`src/rtl/tdm_pkg.sv`:
```
// Shared types and constants for the four-slot TDM receive path.
// Slot encoding matches the select lines of the companion 4:1 mux.
package tdm_pkg;

    typedef enum logic {
        HUNT = 1'b0,
        LOCK = 1'b1
    } state_t;

    localparam int SLOTS  = 4;
    localparam int MISS_W = 3;

    typedef logic [1:0]        slot_t;
    typedef logic [MISS_W-1:0] miss_t;

endpackage

```
`src/rtl/tdm_sync_fsm.sv`:
```
// Frame-sync flywheel: tracks the slot pointer and miss count, and issues
// capture / frame-done strobes that the datapath acts on in the same cycle.
module tdm_sync_fsm
    import tdm_pkg::*;
#(
    parameter int MISS_MAX = 2
) (
    input  logic  clk,
    input  logic  rst_n,
    input  logic  en,
    input  logic  fsync,
    output slot_t slot,
    output logic  cap,
    output slot_t cap_idx,
    output logic  frame_done,
    output logic  sync_err,
    output logic  locked
);

    state_t state, state_nxt;
    slot_t  ptr_nxt;
    miss_t  miss_cnt, miss_nxt;
    logic   err_nxt;

    // NOTE: state uses non-blocking assignments so every flop samples
    // pre-edge values; the comb block below uses blocking assignments.
    always_ff @(posedge clk or negedge rst_n) begin
        if (!rst_n) begin
            state    <= HUNT;
            slot     <= '0;
            miss_cnt <= '0;
            sync_err <= 1'b0;
        end else begin
            state    <= state_nxt;
            slot     <= ptr_nxt;
            miss_cnt <= miss_nxt;
            sync_err <= err_nxt;
        end
    end

    always_comb begin
        // NOTE: every output gets a default first so no path infers a latch.
        state_nxt  = state;
        ptr_nxt    = slot;
        miss_nxt   = miss_cnt;
        cap        = 1'b0;
        cap_idx    = slot;
        frame_done = 1'b0;
        err_nxt    = 1'b0;

        if (en) begin
            unique case (state)
                HUNT: begin
                    if (fsync) begin
                        cap       = 1'b1;
                        cap_idx   = 2'd0;
                        ptr_nxt   = 2'd1;
                        miss_nxt  = '0;
                        state_nxt = LOCK;
                    end
                end
                LOCK: begin
                    if (fsync) begin
                        // A mark anywhere but slot 0 restarts the frame, even at slot 3.
                        err_nxt  = (slot != 2'd0);
                        cap      = 1'b1;
                        cap_idx  = 2'd0;
                        ptr_nxt  = 2'd1;
                        miss_nxt = '0;
                    end else if (slot == 2'd0) begin
                        err_nxt = 1'b1;
                        if (int'(miss_cnt) + 1 < MISS_MAX) begin
                            cap      = 1'b1;
                            cap_idx  = 2'd0;
                            ptr_nxt  = 2'd1;
                            miss_nxt = miss_cnt + miss_t'(1);
                        end else begin
                            miss_nxt  = '0;
                            state_nxt = HUNT;
                        end
                    end else if (slot == 2'd3) begin
                        frame_done = 1'b1;
                        ptr_nxt    = 2'd0;
                    end else begin
                        cap     = 1'b1;
                        ptr_nxt = slot + slot_t'(1);
                    end
                end
                default: state_nxt = HUNT;
            endcase
        end
    end

    assign locked = (state == LOCK);

endmodule

```
`src/rtl/tdm_demux4.sv`:
```
// Four-slot TDM demultiplexer: shadow registers collect slots 0..2 and the
// whole frame is committed to Y0..Y3 on the edge that samples slot 3.
module tdm_demux4
    import tdm_pkg::*;
#(
    parameter int W        = 1,
    parameter int MISS_MAX = 2
) (
    input  logic         clk,
    input  logic         rst_n,
    input  logic [W-1:0] in1,
    input  logic         en,
    input  logic         fsync,
    output logic [W-1:0] Y0,
    output logic [W-1:0] Y1,
    output logic [W-1:0] Y2,
    output logic [W-1:0] Y3,
    output logic         C0,
    output logic         C1,
    output logic         frame_valid,
    output logic         locked,
    output logic         sync_err
);

    slot_t        slot;
    slot_t        cap_idx;
    logic         cap;
    logic         frame_done;
    logic [W-1:0] shadow [SLOTS-1];

    tdm_sync_fsm #(
        .MISS_MAX (MISS_MAX)
    ) u_fsm (
        .clk        (clk),
        .rst_n      (rst_n),
        .en         (en),
        .fsync      (fsync),
        .slot       (slot),
        .cap        (cap),
        .cap_idx    (cap_idx),
        .frame_done (frame_done),
        .sync_err   (sync_err),
        .locked     (locked)
    );

    // NOTE: the shadow array is reset along with the rest so a frame after
    // rst_n can never expose stale slots; it is only three words wide.
    always_ff @(posedge clk or negedge rst_n) begin
        if (!rst_n) begin
            for (int i = 0; i < SLOTS - 1; i++) shadow[i] <= '0;
        end else if (cap) begin
            for (int i = 0; i < SLOTS - 1; i++) begin
                if (cap_idx == slot_t'(i)) shadow[i] <= in1;
            end
        end
    end

    always_ff @(posedge clk or negedge rst_n) begin
        if (!rst_n) begin
            Y0          <= '0;
            Y1          <= '0;
            Y2          <= '0;
            Y3          <= '0;
            frame_valid <= 1'b0;
        end else begin
            frame_valid <= frame_done;
            if (frame_done) begin
                Y0 <= shadow[0];
                Y1 <= shadow[1];
                Y2 <= shadow[2];
                Y3 <= in1;
            end
        end
    end

    assign C1 = slot[1];
    assign C0 = slot[0];

endmodule
```
`config.mk`:
```
export PLATFORM = sky130hd
export DESIGN_NAME = tdm_demux4
export DESIGN_NICKNAME = d
export VERILOG_FILES = /design/src/rtl/tdm_pkg.sv /design/src/rtl/tdm_sync_fsm.sv /design/src/rtl/tdm_demux4.sv
export SDC_FILE = /design/constraint.sdc
export NUM_CORES = 1
export LEC_CHECK = 0
export CORE_UTILIZATION = 35
export CTS_BUF_LIST = sky130_fd_sc_hd__clkbuf_4 sky130_fd_sc_hd__clkbuf_8
export DETAILED_ROUTE_END_ITERATION = 16
export PLACE_DENSITY = 0.7
export SLEW_MARGIN = 40
export SYNTH_ARGS = -nofsm -noshare
export SYNTH_HDL_FRONTEND = slang
export SYNTH_HIERARCHICAL = 1
export SYNTH_SLANG_ARGS = --single-unit
export TNS_END_PERCENT = 5
```
`constraint.sdc`:
```
create_clock -name clk -period 1.8 [get_ports clk]
set_input_delay 0.36 -clock clk [delete_from_list [all_inputs] [get_ports clk]]
set_output_delay 0.36 -clock clk [all_outputs]
set_load 0.03 [all_outputs]
```
; ---- Word-level counts from Yosys, hierarchy flattened
; Cells that the tools add are included.
[classes]
addsub = 3
bitwise_logic = 1
n_mux = 36
n_reduce_logical = 8
order_cmp = 1
eq_ne = 6
[op_table]
columns = op, n
row1 = "< comparator 32 x 3 -> 1 bit, second input constant", 1
row2 = 2-to-1 mux 2 bit, 10
row3 = 2-to-1 mux 1 bit, 17
row4 = 2-to-1 mux 3 bit, 4
row5 = case mux 2 bit (2 select lines), 2
row6 = case mux 3 bit (2 select lines), 1
row7 = AND reduction 2 bit, 3
row8 = AND reduction 3 bit, 2
row9 = "adder 3 x 1 -> 4 bit, second input constant", 1
row10 = "== test 2 bit, second input constant", 2
row11 = zero test 2 bit, 2
row12 = "inequality test 4 bit, second input constant", 1
row13 = case mux 1 bit (2 select lines), 2
row14 = "adder 3 x 1 -> 3 bit, second input constant", 1
row15 = "inequality test 3 bit, second input constant", 1
row16 = "adder 2 x 1 -> 2 bit, second input constant", 1
row17 = "== test 2 x 1 -> 1 bit, second input constant", 1
row18 = "inequality test 2 bit, second input constant", 1
row19 = nonzero test 2 bit, 1
row20 = NOT 1 bit, 1
[totals]
out_inout_bits = 9
word_cells = 67
ff_bits = 15

; ---- Depth between registers and ports, before layout
; Gate-level depths: netlist of run 1.
[logic_depth]
word_depth = 9
depth_mapped = 8
ltp_nobuf = 7

; ---- Cells and area by module
; Netlist of run 1, hierarchy kept.
[by_module_without_submodules]
columns = mod, cells_per_inst, area_per_inst_um2, seq_area_each_um2, instances
row1 = tdm_sync_fsm, 46, 500.5, 175.2, 1
row2 = tdm_demux4, 18, 306.5, 200.2, 1

; ---- Worst setup path before layout of run 1
; No wires, ideal clock.
[synth_timing]
kind = reg2reg
start = register u_fsm.slot[0]
end = register shadow[2] in the netlist's numbering
arrival_time_ps = 1961
setup_slack_ps = -285
stages_incl_launch_ff = 8
synth_period_minus_slack_ps = 2085
setup_ps = 125
path_cell_list = dfrtp_1 -> inv_1 -> ha_1 -> buf_12 -> o221a_2 -> nor2_1 -> nor3b_2 -> mux2_2
[synth_between]
elab_chain_len = 7
[synth_lines]
columns = item, line_no
row1 = start: declaration, tdm_sync_fsm.sv:12  ; output slot_t slot,
row2 = start signal: assignment, tdm_sync_fsm.sv:35  ; slot <= ptr_nxt;
row3 = == test 2 bit, tdm_sync_fsm.sv:81  ; end else if (slot == 2'd3) begin
row4 = 2-to-1 mux 1 bit, tdm_sync_fsm.sv:81
row5 = 2-to-1 mux 1 bit (*), tdm_sync_fsm.sv:70  ; end else if (slot == 2'd0) begin
row6 = 2-to-1 mux 1 bit (*), tdm_sync_fsm.sv:63  ; if (fsync) begin
row7 = case mux 1 bit (2 select lines) (*), tdm_sync_fsm.sv:52  ; unique case (state)
row8 = 2-to-1 mux 1 bit (*), tdm_sync_fsm.sv:51  ; if (en) begin
row9 = named net cap, tdm_demux4.sv:27  ; logic cap;
row10 = AND reduction 2 bit (no source line) (*), -
row11 = end signal: indexed assignment, tdm_demux4.sv:53  ; if (cap_idx == slot_t'(i)) shadow[i] <= in1;
row12 = end: declaration, tdm_demux4.sv:29  ; logic [W-1:0] shadow [SLOTS-1];
; The timed path passes the listed nets; every way through them passes the cells marked *.
; A chain may end at the register's enable or synchronous reset.

; ---- Worst setup path in the final report of run 1
[layout_timing]
start = register u_fsm.miss_cnt[0]
end = register shadow[2] in the netlist's numbering
[layout_lines]
columns = item, line_no
row1 = start: declaration, tdm_sync_fsm.sv:22  ; miss_t miss_cnt, miss_nxt;
row2 = start signal: assignment, tdm_sync_fsm.sv:36  ; miss_cnt <= miss_nxt;
row3 = adder 3 x 1 -> 4 bit, tdm_sync_fsm.sv:72  ; if (int'(miss_cnt) + 1 < MISS_MAX) begin
row4 = < comparator 32 x 3 -> 1 bit, tdm_sync_fsm.sv:72
row5 = 2-to-1 mux 1 bit, tdm_sync_fsm.sv:72
row6 = 2-to-1 mux 1 bit, tdm_sync_fsm.sv:70
row7 = 2-to-1 mux 1 bit, tdm_sync_fsm.sv:63
row8 = case mux 1 bit (2 select lines), tdm_sync_fsm.sv:52
row9 = 2-to-1 mux 1 bit, tdm_sync_fsm.sv:51
row10 = named net cap, tdm_demux4.sv:27
row11 = AND reduction 2 bit (no source line), -
; The timed path passes the listed nets, and every way through them passes these cells.

==> reports/results.txt, run 1 <==
hold slack final -> 0.3751 ns
unrepaired setup endpoints after global routing -> yes
IO Pins -> 14
Required @ worst endpoint -> 1.97 ns
Gate Count Post-Synth -> 64
final wirelength -> 1575 um
layout net count -> 102
WP data arrival -> 1.97 ns
Final Max Slew Viols -> 0
CORE AREA -> 2191 um^2
TritonCTS Buffers -> 3
design area -> 1169 um^2
Diodes inserted -> 0
DR vias/cell -> 4.908
synthesized net count -> 73
Hold Path Class -> in2async
first-pass GRT wire length -> 2829 um
crit path launch type -> flop
Post-synth EDFFs -> 0
full die area -> 2502 um^2
vias in the first global route -> 617
Max-slew headroom -> 71.76%
CP Max Fanout -> 4
pre-CTS WS -> -0.1450 ns
Skew-Pair Late Insertion Delay -> 0.28 ns
Synth Area per Inst -> 12.61 um^2
Die H -> 50.02 um
largest net degree at the start of global routing -> 9
Seq/Total Area, Yosys -> 46.51%
via count -> 589
initial antenna violation count -> 0
Critical Path Sink Type -> flop
Final ANT Viol Nets -> 0
top cell type's share of synthesized area -> 46.51%
H-tree levels -> 1
routability cong. -> 0.7769
worst-case reg-to-reg path depth -> 7
Critical Setup Path Class -> reg2reg
drt pass-1 iters -> 4
most frequent cells in the layout -> 14 x buf_4, 13 x dfrtp_1, 10 x clkdlybuf4s50_1
starting density of the core -> 36.84%
Fin Clk Skew -> 0.0009395 ns
post-detail-place hpwl -> 1197 um
RR Startpoint -> u_fsm/miss_cnt[0]
layout cell share with drive strength beyond 1 -> 50.00%
Mapped Area -> 807.0 um^2
Clock transition at path regs -> 0.08 ns
DRC -> 0
num rows -> 17
clk sinks -> 15
GRT Overall Usage -> 15.46%
PwrDens -> 1485 nW/um^2
WL/cell -> 13.13 um
CTS tree -> built
Max Freq -> 0.5564 GHz
Tmin final -> 1.797 ns
commonest non-fill, non-tap cell in the layout -> buf_4
Peak supply drop -> 0.0008129 V
status -> complete, no violations
Iteration-0 DRC Markers -> 4
grt ovf -> 0
final setup vio count -> 0
total power -> 1.735 mW
clk buf depth -> 2
period utilisation layout -> 99.85%
Die Span X -> 50.02 um
Cell Area, Placed -> 1097 um^2
slew at the pin with the worst max-slew slack -> 0.4223 ns
yosys warns -> 6
area delta synth->final -> 44.81%
static leakage -> 0.5229 nW
# hold bufs at CTS -> 0
Synth area leader -> dfrtp_1
prevailing post-synth register cell -> dfrtp_1
Synth cell types -> 33
largest cells by area after synthesis -> dfrtp_1 47%, mux2_2 7.0%, ha_1 6.2%
r2r endpoint -> shadow[2]
Clk Tree Root Cell -> clkbuf_4
Yosys reg bits -> 15
port bufs -> 13
max-cap viol count -> 0
r2r setup slk -> 0.003 ns
final hold vios -> 0
ys async rst share -> 100.0%
final setup margin -> 0.002720 ns
cell usage after synthesis, types with 2 or more instances:
master    count
nor2_1        3
and2_1        3
nand2_1       3
nand3b_1      2
mux2i_1       2
mux2_2        5
ha_1          4
inv_1         2
mux2_1        2
dfrtp_1      15
layer usage:
layer / share of wire (%) / track usage (%) / vias to the layer above
li1: - / - / 287
met1: 50 / 21.15 / 286
met2: 45 / 22.44 / 14
met3: 4.2 / 4.012 / 2
met4: 0.51 / 7.143 / 0
met5: 0 / 0 / -
worst max path at each step:
| stage | startpoint | to | depth (start not counted) |
|---|---|---|---|
| floorplan | u_fsm/slot[1] | shadow[2] | 8 |
| detailed placement | fsync | shadow[2] | 5 |
| CTS | u_fsm/slot[1] | shadow[0] | 7 |
| global placement | fsync | shadow[2] | 5 |
| finish | u_fsm/miss_cnt[0] | shadow[2] | 7 |
| global route | u_fsm/miss_cnt[0] | shadow[2] | 6 |
power breakdown:
group	internal, mW	leakage, nW	switching (mW)
Sequential	0.465	0.183	0.0955
Clock	0.101	0.0184	0.103
Combinational	0.502	0.321	0.468
what timing repair did:
action                                 CTS  global route
setup endpoints to repair                4             4
endpoints found under the hold margin    0             0
buffers inserted                         0             1
resized for setup                        3             7
pin swaps                                0             3
through the flow:
stage	util [%]	std cells	setup TNS (ns)
floorplan	-	64	-0.01889
global placement	50.09	115	-0.3778
detailed placement	50.09	115	-0.4332
CTS	51.91	119	-0.005229
global route	53.34	120	-0.07802
finish	53.34	120	0
state kept, by name (all words and copies together), names as in the netlist:
name,cells
u_fsm/locked,1
Y1,1
frame_valid,1
Y0,1
Y3,1
shadow,3
u_fsm/miss_cnt,3
u_fsm/slot,2
u_fsm/sync_err,1
Y2,1
layout make-up:
class	count	area, um^2
Fill cell	193	1022
Multi-Input combinational cell	43	469.2
Sequential cell	15	377.9
Timing Repair Buffer	27	235.2
Tap cell	28	35.03
Clock buffer	4	30.03
Inverter	3	21.27
critical path, stage by stage (launching register included):
cell and delay [ns]:
dfrtp_1 0.42, ha_4 0.18, and2_4 0.16, a21oi_4 0.22, o221a_4 0.22, nor2_4 0.04
nor3b_2 0.17, mux2_4 0.29
cells by family (layout without fill, tap and decap cells):
group	after synthesis	count (layout)	synth area share [%]
simple gates	19	19	15.04
xor+xnor	1	1	1.085
compound gates	10	10	12.40
flops	15	15	46.51
mux	9	9	12.25
fa+ha+maj	4	4	6.202
buf+inv	6	34	6.512
Power figures use the tool's default switching activity.
==> inputs of run 2 (changes only) <==
Settings changed: CORE_MARGIN set to 3, HOLD_SLACK_MARGIN set to 0.02.
Clock period 1.8 ns to 1.55 ns, I/O delays scaled along.
==> run 2 against run 1 <==
Against the previous run:
- the flow now finishes with violations (negative setup slack)
- hold slack lost 0.13 ns
- count of clock-buffer cells in the layout shrank 1
- design area shrank 0.54%
- fmax up 0.93%
- global-route usage down 2.5 points
- combinational power up 12%
- sequential power grew 12%
- sequential share of layout area up 0.17 points
- via count up 3.9%
- final cell count up 1.7%
- register-to-register slack got worse by 0.23 ns
- core utilization grew 3.0 points
==> reports/results.txt, run 2 (same netlist as run 1, synthesis figures left out) <==
status -> finished with violations
failing checks -> negative setup slack
Max-slew headroom -> 79.31%
Max Freq -> 0.5616 GHz
CP Max Fanout -> 3
routability cong. -> 0.8682
grt ovf -> 0
design area -> 1162 um^2
largest net degree at the start of global routing -> 12
fin cells -> 122
Skew-Pair Late Insertion Delay -> 0.28 ns
Die H -> 54.02 um
vias in the first global route -> 586
worst-case reg-to-reg path depth -> 6
Final ANT Viol Nets -> 0
final hold vios -> 0
# hold bufs at CTS -> 0
period utilisation layout -> 114.9%
Final Max Slew Viols -> 0
post-route setup TNS -> -0.8057 ns
Seq pwr share -> 32.5%
WL/cell -> 12.94 um
final setup margin -> -0.2307 ns
Clk Tree Root Cell -> clkbuf_4
Iteration-0 DRC Markers -> 13
layout net count -> 105
Hold Path Class -> in2async
Critical Setup Path Class -> reg2reg
Psw -> 0.7630 mW
num rows -> 16
placed instance count -> 117
WP data arrival -> 1.95 ns
Die Span X -> 54.02 um
static leakage -> 0.5360 nW
Clock transition at path regs -> 0.09 ns
r2r setup slk -> -0.23 ns
Fin Clk Skew -> 0.0006558 ns
Largest regs -> shadow (3), u_fsm/miss_cnt (3), u_fsm/slot (2)
commonest non-fill, non-tap cell in the layout -> buf_4
top layer in use -> met4
initial antenna violation count -> 0
Tmin final -> 1.781 ns
met1 WL -> 713 um
via count -> 612
Required @ worst endpoint -> 1.72 ns
max-cap viol count -> 0
hold slack final -> 0.2405 ns
PwrDens -> 1670 nW/um^2
drt pass-1 iters -> 4
CORE AREA -> 2062 um^2
crit path launch type -> flop
CTS tree -> built
layout cell share with drive strength beyond 1 -> 49.47%
area delta synth->final -> 44.03%
Fillers -> 187
RR Startpoint -> u_fsm/miss_cnt[0]
post-detail-place hpwl -> 1322 um
DRC -> 0
total power -> 1.941 mW
Layout Utilization -> 56.37%
r2r endpoint -> shadow[2]
clock share of power -> 11.2%
met3 wire len -> 98 um
most frequent cells in the layout -> 17 x buf_4, 13 x dfrtp_1, 7 x dlygate4sd2_1
Pint -> 1.178 mW
final setup vio count -> 6
pre-CTS WS -> -0.3338 ns
routed wl met2 -> 758 um
full die area -> 2918 um^2
CP startpoint -> u_fsm/miss_cnt[0]
DR vias/cell -> 5.016
port bufs -> 13
TritonCTS Buffers -> 3
clk buf depth -> 2
Critical Path Sink Type -> flop
Diodes inserted -> 0
Cell Area, Placed -> 1119 um^2
unrepaired setup endpoints after global routing -> yes
starting density of the core -> 39.14%
Peak supply drop -> 0.0007950 V
final wirelength -> 1579 um
H-tree levels -> 1
clk sinks -> 15
GRT Overall Usage -> 12.93%
first-pass GRT wire length -> 2594 um
slew at the pin with the worst max-slew slack -> 0.3104 ns
IO Pins -> 14
combinational power share -> 56.3%
switching part of the total -> 39.32%
crit path capture -> shadow[2]
-- run 2: repair_timing --
| action | CTS | global route |
|---|---|---|
| resized for setup | 12 | 2 |
| pin swaps | 3 | 0 |
| setup buffers | 1 | 0 |
| endpoints found under the setup margin | 14 | 8 |
-- run 2: layer usage --
metal / track usage [%] / vias up
met5: 0 / -
met4: 7.469 / 0
met3: 3.324 / 2
met2: 20.36 / 15
met1: 15.84 / 297
li1: - / 298
-- run 2: power groups by stage --
stage               clock, mW  combinational (mW)  sequential (mW)
finish                  0.217                1.09            0.631
global route            0.252                1.17            0.658
CTS                     0.232                1.10            0.636
detailed placement          0                1.15            0.642
global placement            0                1.13            0.636
floorplan                   0               0.550            0.827
-- run 2: final cells by class --
| cell class | count | area (um^2) | area share [%] |
|---|---|---|---|
| Inverter | 3 | 18.77 | 1.615 |
| Timing Repair Buffer | 30 | 249.0 | 21.42 |
| Sequential cell | 15 | 377.9 | 32.51 |
| Tap cell | 27 | 33.78 | 2.906 |
| Clock inverter | 1 | 5.005 | 0.4306 |
| Clock buffer | 3 | 22.52 | 1.938 |
| Multi-Input combinational cell | 43 | 455.4 | 39.18 |
-- run 2: how the worst min path moves through the flow --
stage / to / depth (start not counted)
2_1_floorplan: Y0 / 0
3_3_place_gp: shadow[0] / 1
3_5_place_dp: shadow[1] / 1
4_1_cts: u_fsm/sync_err / 1
5_1_grt: u_fsm/sync_err / 1
6_report: u_fsm/sync_err / 1
-- run 2: critical path: stages (launching register included) --
cell and delay [ns]:
dfrtp_1 0.42, ha_4 0.26, nand2b_1 0.15, o221a_4 0.25, nor2_4 0.09, nor3b_2 0.20
mux2_4 0.31
==> RTL change 1: new RTL, flow settings as in run 1 <==
The output `frame_valid` loses its register stage (`frame_valid` becomes a continuous assignment).
--- a/src/rtl/tdm_demux4.sv
+++ b/src/rtl/tdm_demux4.sv
@@ -62,7 +62,5 @@
             Y2          <= '0;
             Y3          <= '0;
-            frame_valid <= 1'b0;
         end else begin
-            frame_valid <= frame_done;
             if (frame_done) begin
                 Y0 <= shadow[0];
@@ -74,4 +72,6 @@
     end
 
+    assign frame_valid = frame_done;
+
     assign C1 = slot[1];
     assign C0 = slot[0];
Behaviour: not the same (Yosys sat finds a counterexample within 4 cycles, from zero or initial values and one cycle with rst_n low).
==> RTL change 1 against run 1 <==
  * The flow now finishes with violations (setup timing)
  * Final area shrank 3.5%
  * Critical path depth is the same
  * Synthesized area shrank 3.1%
  * Power shrank 1.9%
  * Largest power group unchanged
  * Sequential cell count shrank 1
  * Routed wire length shrank 7.1%
  * Maximum frequency shrank 0.28%
  * First-iteration DRC count shrank 25%
  * Worst setup slack lost 5.0 ps
  * Critical endpoint unchanged
  * Critical path type unchanged
==> RTL change 1: results (changes against run 1) <==
Iter 0 DRT Violations 3 (was 4); synth cell count leaders 14 x dfrtp_1, 5 x mux2_2, 4 x ha_1 (was 15 x dfrtp_1, 5 x mux2_2, 4 x ha_1); TritonRoute pass-1 iters 2 (was 4); first-pass GRT wire length 2.67 mm (was 2.83 mm); layout cells sized above 1 0.478 (was 0.500); # setup viols final 1 (was 0); hpwl dp 1.13 mm (was 1.20 mm); gpl congestion 0.758 (was 0.777); Synthesized Nets 72 (was 73); skew final 8.82 ps (was 0.939 ps); outcome finished, violations left (was finished clean); fraction of synthesized area in multiplexers 0.126 (was 0.122); vias in the first global route 580 (was 617); complex-gate fraction of the synthesized area 0.128 (was 0.124); Sw Pwr 0.659 mW (was 0.667 mW); Synth Area in XOR/XNOR 0.0112 (was 0.0109); post-route setup slack -2.33 ps (was 2.72 ps); worst-margin pin slew 340 ps (was 422 ps); Reg clk slew, reported paths roughly 90 ps; Synth area leaders dfrtp_1 45%, mux2_2 7.2%, ha_1 6.4% (was dfrtp_1 47%, mux2_2 7.0%, ha_1 6.2%); Synth Instances 63 (was 64); failing checks setup timing; # nets final 100 (was 102); Critical Path Fanout Max 3 (was 4); Routed WL per cell 12.5 um (was 13.1 um); sequential share of the synthesized area 0.448 (was 0.465); drt total wl 1.46 mm (was 1.58 mm); top flop regs shadow: 3 flops, u_fsm/miss_cnt: 3 flops, u_fsm/slot: 2 flops (unchanged); Pleak 0.501 nW (was 0.523 nW); vias per cell 4.85 (was 4.91); setup TNS -2.33 ps (was 0 ps); placed instance count 111 (was 115); GRT Resource Usage Total 0.147 (was 0.155)
==> RTL change 1: cells by family after synthesis <==
family / Yosys count
muxes: 9
buffers and inverters: 6
DFF: 14
AOI/OAI and AO/OA: 10
xor gates and xnor gates: 1
and+or+nand+nor: 19
adders and majority gates: 4
==> RTL change 1: timing repair <==
item                       4_1_cts  5_1_grt
resized for setup                5        2
buffers inserted                 0        2
setup endpoints to repair        5        3
pin swaps                        0        2
hold buffers                     0        0
==> RTL change 1: metrics by stage <==
step	area [sq um]	hold slack (ps)	worst slack (ps)
after CTS	1110	343	-17.1
after floorplan	846	64.4	-16.6
after detailed placement	1050	484	-128
after global placement	1050	470	-118
final	1130	337	-2.33
after global routing	1130	354	-36.1
==> RTL change 1: final timing paths <==
| kind | end | slack [ps] | cells past startpoint |
|---|---|---|---|
| min in group clk | shadow[0] | 500 | 1 |
| min | u_fsm/locked | 340 | 1 |
| min reg2reg | shadow[0] | 500 | 1 |
| max | shadow[2] | -2 | 7 |
| max in group asynchronous | Y3 | 1030 | 2 |
| max reg2reg | shadow[2] | -2 | 7 |
==> RTL change 1: layer usage <==
metal  GRT usage  share of wire  vias to the layer above
li1            -              -                      288
met1       0.190           0.50                      270
met2       0.226           0.48                        9
met3      0.0374          0.029                        0
met4      0.0735              0                        0
met5           0              0                        -
==> RTL change 1: cell type report <==
cell class	instances	area, sq um
fill	177	895
multi-input combinational	43	460
sequential	14	353
timing repair buffer	26	225
clock buffer	4	36.3
tap	27	33.8
inverter	3	18.8
==> RTL change 1: critical path, stage by stage (launching register included) <==
cell and delay [ps]:
dfrtp_1 420, ha_4 170, and2_1 170, a21oi_4 190
o221a_4 230, nor2_4 40, nor3b_2 160, mux2_4 290
==> RTL change 1: power by group through the flow <==
| stage | combinational, mW | clock (mW) | sequential [mW] |
|---|---|---|---|
| after global routing | 1.01 | 0.254 | 0.550 |
| after CTS | 0.945 | 0.236 | 0.530 |
| after detailed placement | 0.918 | 0 | 0.531 |
| after global placement | 0.898 | 0 | 0.525 |
| after floorplan | 0.480 | 0 | 0.681 |
| final | 0.945 | 0.228 | 0.529 |
==> RTL change 2: new RTL, flow settings as in run 1 <==
Without the edit above. Set the package constant `MISS_W` to 2 (it was 3).
--- a/src/rtl/tdm_pkg.sv
+++ b/src/rtl/tdm_pkg.sv
@@ -9,5 +9,5 @@
 
     localparam int SLOTS  = 4;
-    localparam int MISS_W = 3;
+    localparam int MISS_W = 2;
 
     typedef logic [1:0]        slot_t;
Formal check against the unedited RTL: no difference found for any inputs over 10 cycles, from zero or initial values and one cycle with rst_n low; that may be too few to reach the edited logic, so the function may still have changed.
==> RTL change 2 against run 1 <==
  * Sequential cell count decreased by 1
  * Synthesized area fell by 2.8%
  * Routed wire length shrank 8.9%
  * Final area is 10% lower
  * Hold slack improved by 3.7 ps
  * Critical path depth is 1 lower
  * Worst setup slack improved by 14 ps
  * Power decreased by 0.55%
  * Count of clock-buffer cells in the layout is the same
  * Non-clock buffer count decreased by 8
==> RTL change 2: results (changes against run 1) <==
outcome finished clean (unchanged); Seq cells post-synth 14 (was 15); synth cell count leaders 14 x dfrtp_1, 6 x ha_1, 6 x nand2_1 (was 15 x dfrtp_1, 5 x mux2_2, 4 x ha_1); skew final 11.8 ps (was 0.939 ps); PortBufs 13 (unchanged); gpl congestion 0.771 (was 0.777); worst reg-to-reg path cell count 6 (was 7); Iter 0 DRT Violations 5 (was 4); largest net degree at the start of global routing 15 (was 9); reg2reg start u_fsm/slot[1] (was u_fsm/miss_cnt[0]); placed instance count 113 (was 115); multi-input gates 49 (was 43); storage element area 353 sq um (was 378 sq um); top flop regs shadow: 3 flops, u_fsm/miss_cnt: 2 flops, u_fsm/slot: 2 flops (was shadow: 3 flops, u_fsm/miss_cnt: 3 flops, u_fsm/slot: 2 flops); hpwl dp 1.07 mm (was 1.20 mm); cell family with most CP delay flip-flops (was compound AO/OA/AOI/OAI gates); R2R Setup Slk 20 ps; Inverters 4 (was 3); P&R area growth vs syn 34.0% (was 44.8%); Cell Area, Placed 1010 sq um (was 1100 sq um); Critical Path Fanout Max 5 (was 4); layout cells sized above 1 0.322 (was 0.500); fraction of area in multi-input gates 0.408 (was 0.401); Clock Path Buffers 2 (unchanged); GR Layer Usage met3 0.0592 (was 0.0401); worst-margin pin slew 322 ps (was 422 ps); worst vdd ir 0.000888 V (was 0.000813 V); Post-Place Worst Slack -65.9 ps (was -145 ps); # nets final 102 (unchanged); met2 Use GR 0.231 (was 0.224); Net Sw Frac 0.396 (was 0.384); Routed WL per cell 12.3 um (was 13.1 um); Metal-1 WL 638 um (was 790 um); nonclk buf count 19 (was 27); count of cell types in the netlist 31 (was 33); vias in the first global route 550 (was 617); fmax 0.561 GHz (was 0.556 GHz); hold slack final 379 ps (was 375 ps); max layer used met3 (was met4); Synth area leaders dfrtp_1 45%, ha_1 9.6%, mux2_2 7.2% (was dfrtp_1 47%, mux2_2 7.0%, ha_1 6.2%); Met2 Wirelength 711 um (was 709 um); DR WL met3 85 um (was 66 um); M1 GR Usage 0.159 (was 0.212); Fill cells 191 (was 193); sequential share of the synthesized area 0.447 (was 0.465); Pleak 0.482 nW (was 0.523 nW); via count 585 (was 589); Synth Instances 70 (was 64); slowest stage cell on the critical path dfrtp_2 (was dfrtp_1); Worst path max stage delay 450 ps (was 420 ps); final non-filler cell area 1050 sq um (was 1170 sq um); Non-Clock Buffer Area Fraction 0.170 (was 0.201); crit path DAT 1950 ps (was 1970 ps); Layout clock area frac 0.0345 (was 0.0257)
[RTL change 2: cell count changes after synthesis, moves of 2 or more]
cell	delta
mux2i_1	-2
inv_1	+2
and3_1	+3
ha_1	+2
nand2_1	+3
[RTL change 2: repair_timing]
item	CTS	global route
resized for setup	1	3
hold endpoints to repair	0	0
cloned	0	0
pin swaps	1	0
setup endpoints to repair	2	5
[RTL change 2: cell families after synthesis]
| group | synth area share |
|---|---|
| fa+ha+maj | 0.0957 |
| compound gates | 0.116 |
| xor+xnor | 0.0112 |
| buf+inv | 0.0494 |
| mux | 0.100 |
| flops | 0.447 |
| simple gates | 0.180 |
[RTL change 2: power groups by stage]
stage	logic [mW]	registers, mW	clock network [mW]
after floorplan	0.513	0.709	0
after global placement	0.934	0.559	0
after detailed placement	0.955	0.561	0
after CTS	0.958	0.553	0.233
after global routing	1.04	0.577	0.255
final	0.951	0.551	0.224
